===== config.mk =====
export PLATFORM = sky130hd
export DESIGN_NAME = cam_mac_bank
export DESIGN_NICKNAME = d
export VERILOG_FILES = /design/src/rtl/cam_mac_bank.sv
export SDC_FILE = /design/constraint.sdc
export NUM_CORES = 1
export LEC_CHECK = 0
export CAP_MARGIN = 20
export CORE_MARGIN = 2
export CORE_UTILIZATION = 38
export DETAILED_ROUTE_END_ITERATION = 12
export PLACE_DENSITY_LB_ADDON = 0.3
export SETUP_SLACK_MARGIN = 0.15
export SYNTH_ARGS = -nofsm -noshare
export SYNTH_HDL_FRONTEND = slang
export SYNTH_SLANG_ARGS = --single-unit

===== constraint.sdc =====
create_clock -name clk -period 6 [get_ports clk]
set_input_delay 1.2 -clock clk [delete_from_list [all_inputs] [get_ports clk]]
set_output_delay 1.2 -clock clk [all_outputs]
set_load 0.02 [all_outputs]

===== src/rtl/cam_mac_bank.sv =====
// cam_mac_bank: 4-row x 8-bit storage bank answering MAC-mode row reads/writes
// and a 2-stage CAM nibble search with priority encoding and hit count.
module cam_mac_bank (
  input  logic       clk,
  input  logic       rst,
  input  logic       CS,
  input  logic       MAC_en,
  input  logic       w_en,
  input  logic       read_bar,
  input  logic [1:0] addr,
  input  logic [7:0] word,
  input  logic [3:0] query,
  output logic [7:0] rdata,
  output logic       rdata_valid,
  output logic [7:0] match,
  output logic       match_valid,
  output logic       hit,
  output logic [2:0] hit_idx,
  output logic [3:0] hit_cnt
);

  logic [7:0] mem_q [4];
  logic [3:0] rowVld_q;

  logic [7:0] rdata_q;
  logic [7:0] rdata_d;
  logic       rdataValid_q;

  logic [7:0] m1_q;
  logic [7:0] m1_d;
  logic       s1Valid_q;

  logic [7:0] match_q;
  logic       matchValid_q;
  logic       hit_q;
  logic [2:0] hitIdx_q;
  logic [2:0] hitIdx_d;
  logic [3:0] hitCnt_q;
  logic [3:0] hitCnt_d;

  logic isWrite;
  logic isRead;
  logic isSearch;

  assign isWrite  = CS & MAC_en & w_en;
  assign isRead   = CS & MAC_en & ~w_en;
  assign isSearch = CS & ~MAC_en;

  assign rdata_d = read_bar ? ~mem_q[addr] : mem_q[addr];

  // Stage-1 compare: each row contributes a low-nibble and a high-nibble bit,
  // gated by whether the row has ever been written.
  always_comb begin
    m1_d = '0;
    for (int r = 0; r < 4; r++) begin
      m1_d[2*r]   = rowVld_q[r] & (mem_q[r][3:0] == query);
      m1_d[2*r+1] = rowVld_q[r] & (mem_q[r][7:4] == query);
    end
  end

  // Stage-2 reductions: lowest set index wins, so scan from the top down.
  always_comb begin
    hitIdx_d = '0;
    hitCnt_d = '0;
    for (int i = 7; i >= 0; i--) begin
      if (m1_q[i]) begin
        hitIdx_d = 3'(i);
      end
    end
    for (int i = 0; i < 8; i++) begin
      hitCnt_d = hitCnt_d + {3'b000, m1_q[i]};
    end
  end

  always_ff @(posedge clk) begin
    if (rst) begin
      for (int r = 0; r < 4; r++) begin
        mem_q[r] <= '0;
      end
      rowVld_q     <= '0;
      rdata_q      <= '0;
      rdataValid_q <= 1'b0;
      m1_q         <= '0;
      s1Valid_q    <= 1'b0;
      match_q      <= '0;
      matchValid_q <= 1'b0;
      hit_q        <= 1'b0;
      hitIdx_q     <= '0;
      hitCnt_q     <= '0;
    end else begin
      if (isWrite) begin
        mem_q[addr]    <= word;
        rowVld_q[addr] <= 1'b1;
      end

      rdataValid_q <= isRead;
      if (isRead) begin
        rdata_q <= rdata_d;
      end

      // Pipeline is never flushed on mode change; in-flight searches drain.
      s1Valid_q <= isSearch;
      if (isSearch) begin
        m1_q <= m1_d;
      end

      matchValid_q <= s1Valid_q;
      if (s1Valid_q) begin
        match_q  <= m1_q;
        hit_q    <= |m1_q;
        hitIdx_q <= hitIdx_d;
        hitCnt_q <= hitCnt_d;
      end
    end
  end

  assign rdata       = rdata_q;
  assign rdata_valid = rdataValid_q;
  assign match       = match_q;
  assign match_valid = matchValid_q;
  assign hit         = hit_q;
  assign hit_idx     = hitIdx_q;
  assign hit_cnt     = hitCnt_q;

endmodule


==> metrics.md <==
| Metric | Value |
|---|---|
| Result of the run | `complete, no violations` |
| Share of power burned in registers | `52.7%` |
| Avg Cell Area, Syn | `around 11 um^2` |
| Clock transition time at the flip-flop clock pins of the worst setup and hold paths | `around 0.08 ns` |
| Count of pins over their slew limit | `0` |
| Fin area | `0.00416 mm^2` |
| Number of buffers inserted for hold repair after clock tree synthesis | `0` |
| Worst slack on hold paths | `0.471 ns` |
| Slew Limit Headroom | `35.4%` |
| Data arrival at the endpoint of the critical path | `3.07 ns` |
| Initial standard-cell utilization of the core | `about two fifths` |
| Pwr/cell area | `between 200 and 250 mW/mm^2` |
| Period minus WS final | `3.00 ns` |
| Congestion Overflow GR | `0` |
| Sum Neg Setup Slack | `0 ns` |
| Proportion of synthesized chip area in sequential cells | `50.6%` |
| Insertion delay of the later-clocked pin in the worst-skew pair | `roughly 0.35 ns` |
| Vias/cell | `4.97` |
| Total number of yosys warnings | `0` |
| Net total in the final layout | `about 380` |
| Largest net degree at the start of global routing | `34` |
| Finish-stage setup viols | `0` |
| Final clock skew | `0.0127 ns` |
| Nature of the critical path endpoint | `register` |
| Max Root-Sink Buffers | `2` |
| Power share of the combinational group | `10.2%` |
| Placed inst area | `0.00395 mm^2` |
| Chain of cells forming the critical path | `clkdlybuf4s50_1 -> nand2_1 -> o21ai_0 -> clkbuf_2` |
| Period utilisation layout | `50.1%` |
| Global-route wire length before repair | `11300 um` |
| Initial antenna violation count | `0` |
| Synthesized instance count | `309` |
| Count of fill cells added during filler insertion | `between 800 and 900` |
| Element type at the critical path start | `primary input` |
| Commonest cells after routing, fill and taps aside | `sky130_fd_sc_hd__clkdlybuf4s50_1 (45), sky130_fd_sc_hd__dfxtp_1 (39), sky130_fd_sc_hd__and2_1 (32), sky130_fd_sc_hd__edfxtp_1 (32), sky130_fd_sc_hd__xor2_1 (24)` |
| Fin. Hold Viols | `0` |
| Clock network fraction of design power | `37.1%` |
| Fraction of registers with async set or reset after synthesis | `0%` |
| Number of max-capacitance violations reported | `0` |
| Worst-path maximum fanout | `12` |
| Via count of the routed design | `2301` |
| Highest-delay cell along the critical path | `sky130_fd_sc_hd__clkdlybuf4s50_1` |
| Worst hold path class | `register to register` |
| Worst Path Required | `6.06 ns` |
| Switching part of the total | `25.0%` |
| Longest individual stage delay on the worst path | `0.95 ns` |
| Standard cell core area | `slightly below 0.009 mm^2` |
| Worst vdd rail ir drop | `0.0866 mV` |
| P_sw | `0.256 mW` |
| Die width | `~99 um` |
| Placement row count | `34` |
| Post-CTS sizing | `0` |
| Netlist Area Pre-Place | `0.00344 mm^2` |
| Buffers added on ports | `45` |
| Timing-limited maximum frequency | `0.333 GHz` |
| Leading register cell type out of synthesis | `sky130_fd_sc_hd__dfxtp_1` |
| RSZ-0062 raised after global routing | `no` |
| Clock tree from TritonCTS | `built` |
| Slew of the pin with the lowest slew margin | `approximately 0.97 ns` |
| Leakage | `1.49 nW` |
| Sinks on the clock net | `71` |
| Post-synth EDFFs | `32` |
| Count of TritonRoute iterations in the first routing pass | `4` |
| Iter 0 DRT Violations | `73` |
| Post-detail-place hpwl | `5380 um` |
| Yosys reg bits | `about 70` |
| Number of ports placed on the die boundary | `46` |
| Total power draw | `1.02 mW` |
| Cell-internal power | `0.768 mW` |
| Routed length per placed instance | `15.3 um` |
| Total wire length after detailed routing | `7090 um` |
| Number of buffers inserted during clock tree synthesis | `9` |
| Category of the critical setup timing path | `primary input to register` |
| Post-route DRC violation count | `0` |
| Die boundary height | `99.2 um` |
| Fraction of final layout cells sized beyond drive strength 1 | `8.73%` |
| Cell at the root of the clock tree | `sky130_fd_sc_hd__clkbuf_8` |
| Final ANT Viol Nets | `0` |
| Net count after synthesis | `around 340` |
| Most frequent standard cell in the layout excluding fill and tap cells | `sky130_fd_sc_hd__clkdlybuf4s50_1` |
| Number of levels in the clock H-tree | `3` |
| Post-CTS Setup Repair Bufs | `0` |
| Vias in the first global route | `2218` |
| Combined global-route utilization of all metal layers | `15.0%` |
| Floorplan die area | `0.00983 mm^2` |
| Routability-driven placement congestion ratio | `0.795` |
| Number of library cell types mapped by synthesis | `34` |
| Area growth from synthesis to final layout | `20.8%` |
| Ant. Diodes | `0` |
[Yosys cell counts, types with 10 or more instances]
library cell,n,share of area [%]
sky130_fd_sc_hd__inv_1,13,1.4
sky130_fd_sc_hd__dfxtp_1,39,23
sky130_fd_sc_hd__mux2i_1,10,2.9
sky130_fd_sc_hd__and2_1,32,5.8
sky130_fd_sc_hd__xor2_1,24,6.1
sky130_fd_sc_hd__a21oi_1,21,3.1
sky130_fd_sc_hd__nand2_1,10,1.1
sky130_fd_sc_hd__xnor2_1,17,4.3
sky130_fd_sc_hd__nor2_1,22,2.4
sky130_fd_sc_hd__edfxtp_1,32,28
sky130_fd_sc_hd__o21ai_0,12,1.7
[critical path, delay by kind of cell]
kind | cells | cell delay [ns]
simple gates | 1 | 0.14
compound gates | 1 | 0.48
buf+inv | 2 | 1.23
[per-layer routing]
layer,global-route usage (%),up-vias,wire [um],share of wire (%)
met5,0,-,0,0
met4,6.53,0,145,2.0
met3,4.99,12,482,6.8
met2,22.2,54,3170,45
met1,20.2,1087,3290,46
li1,-,1148,-,-
[through the flow]
step	setup slack (ns)	util (%)	instances
finish	3.00	47.4	463
floorplan	3.17	-	309
detailed placement	2.37	45.1	446
CTS	2.72	47.4	462
global placement	2.44	45.1	446
global route	2.86	47.4	463
[worst paths after layout]
check	start	endpoint	slack [ns]	cells past startpoint
hold reg to reg	hit_idx[1]	hit_idx[1]	0.47	2
setup reg to reg	m1_q[0]	hit_cnt[2]	3.01	11
hold / removal	hit_idx[1]	hit_idx[1]	0.47	2
setup / recovery	addr[0]	mem_q[3][6]	3.00	4
[sequential cells by signal, summed over array words and instances, names as in the netlist]
name,flops
hit,1
hit_cnt,4
hit_idx,3
m1_q,8
match,8
match_valid,1
mem_q,32
rdata,8
rdata_valid,1
rowVld_q,4
s1Valid_q,1
[power groups by stage]
stage / clock, mW / sequential, mW / combinational [mW]
2_1_floorplan: 0 / 0.548 / 0.0669
3_3_place_gp: 0 / 0.551 / 0.103
3_5_place_dp: 0 / 0.551 / 0.105
4_1_cts: 0.387 / 0.540 / 0.105
5_1_grt: 0.413 / 0.542 / 0.112
6_report: 0.379 / 0.540 / 0.104
[kinds of logic after synthesis]
family                     share of synthesized area [%]
and+or+nand+nor                                     16.7
DFF                                                 50.6
xor gates and xnor gates                            10.4
AOI/OAI and AO/OA                                   6.33
buffers and inverters                               3.75
muxes                                               8.36
adders and majority gates                           3.78
[cell type report]
type	instances	area (um^2)	area share, %
sequential	71	1740	41.9
multi-input combinational	208	1570	37.8
timing repair buffer	47	463	11.1
tap	108	135	3.25
clock buffer	9	124	2.98
clock inverter	7	72.6	1.75
inverter	13	48.8	1.17
Power figures use the tool's default switching activity.
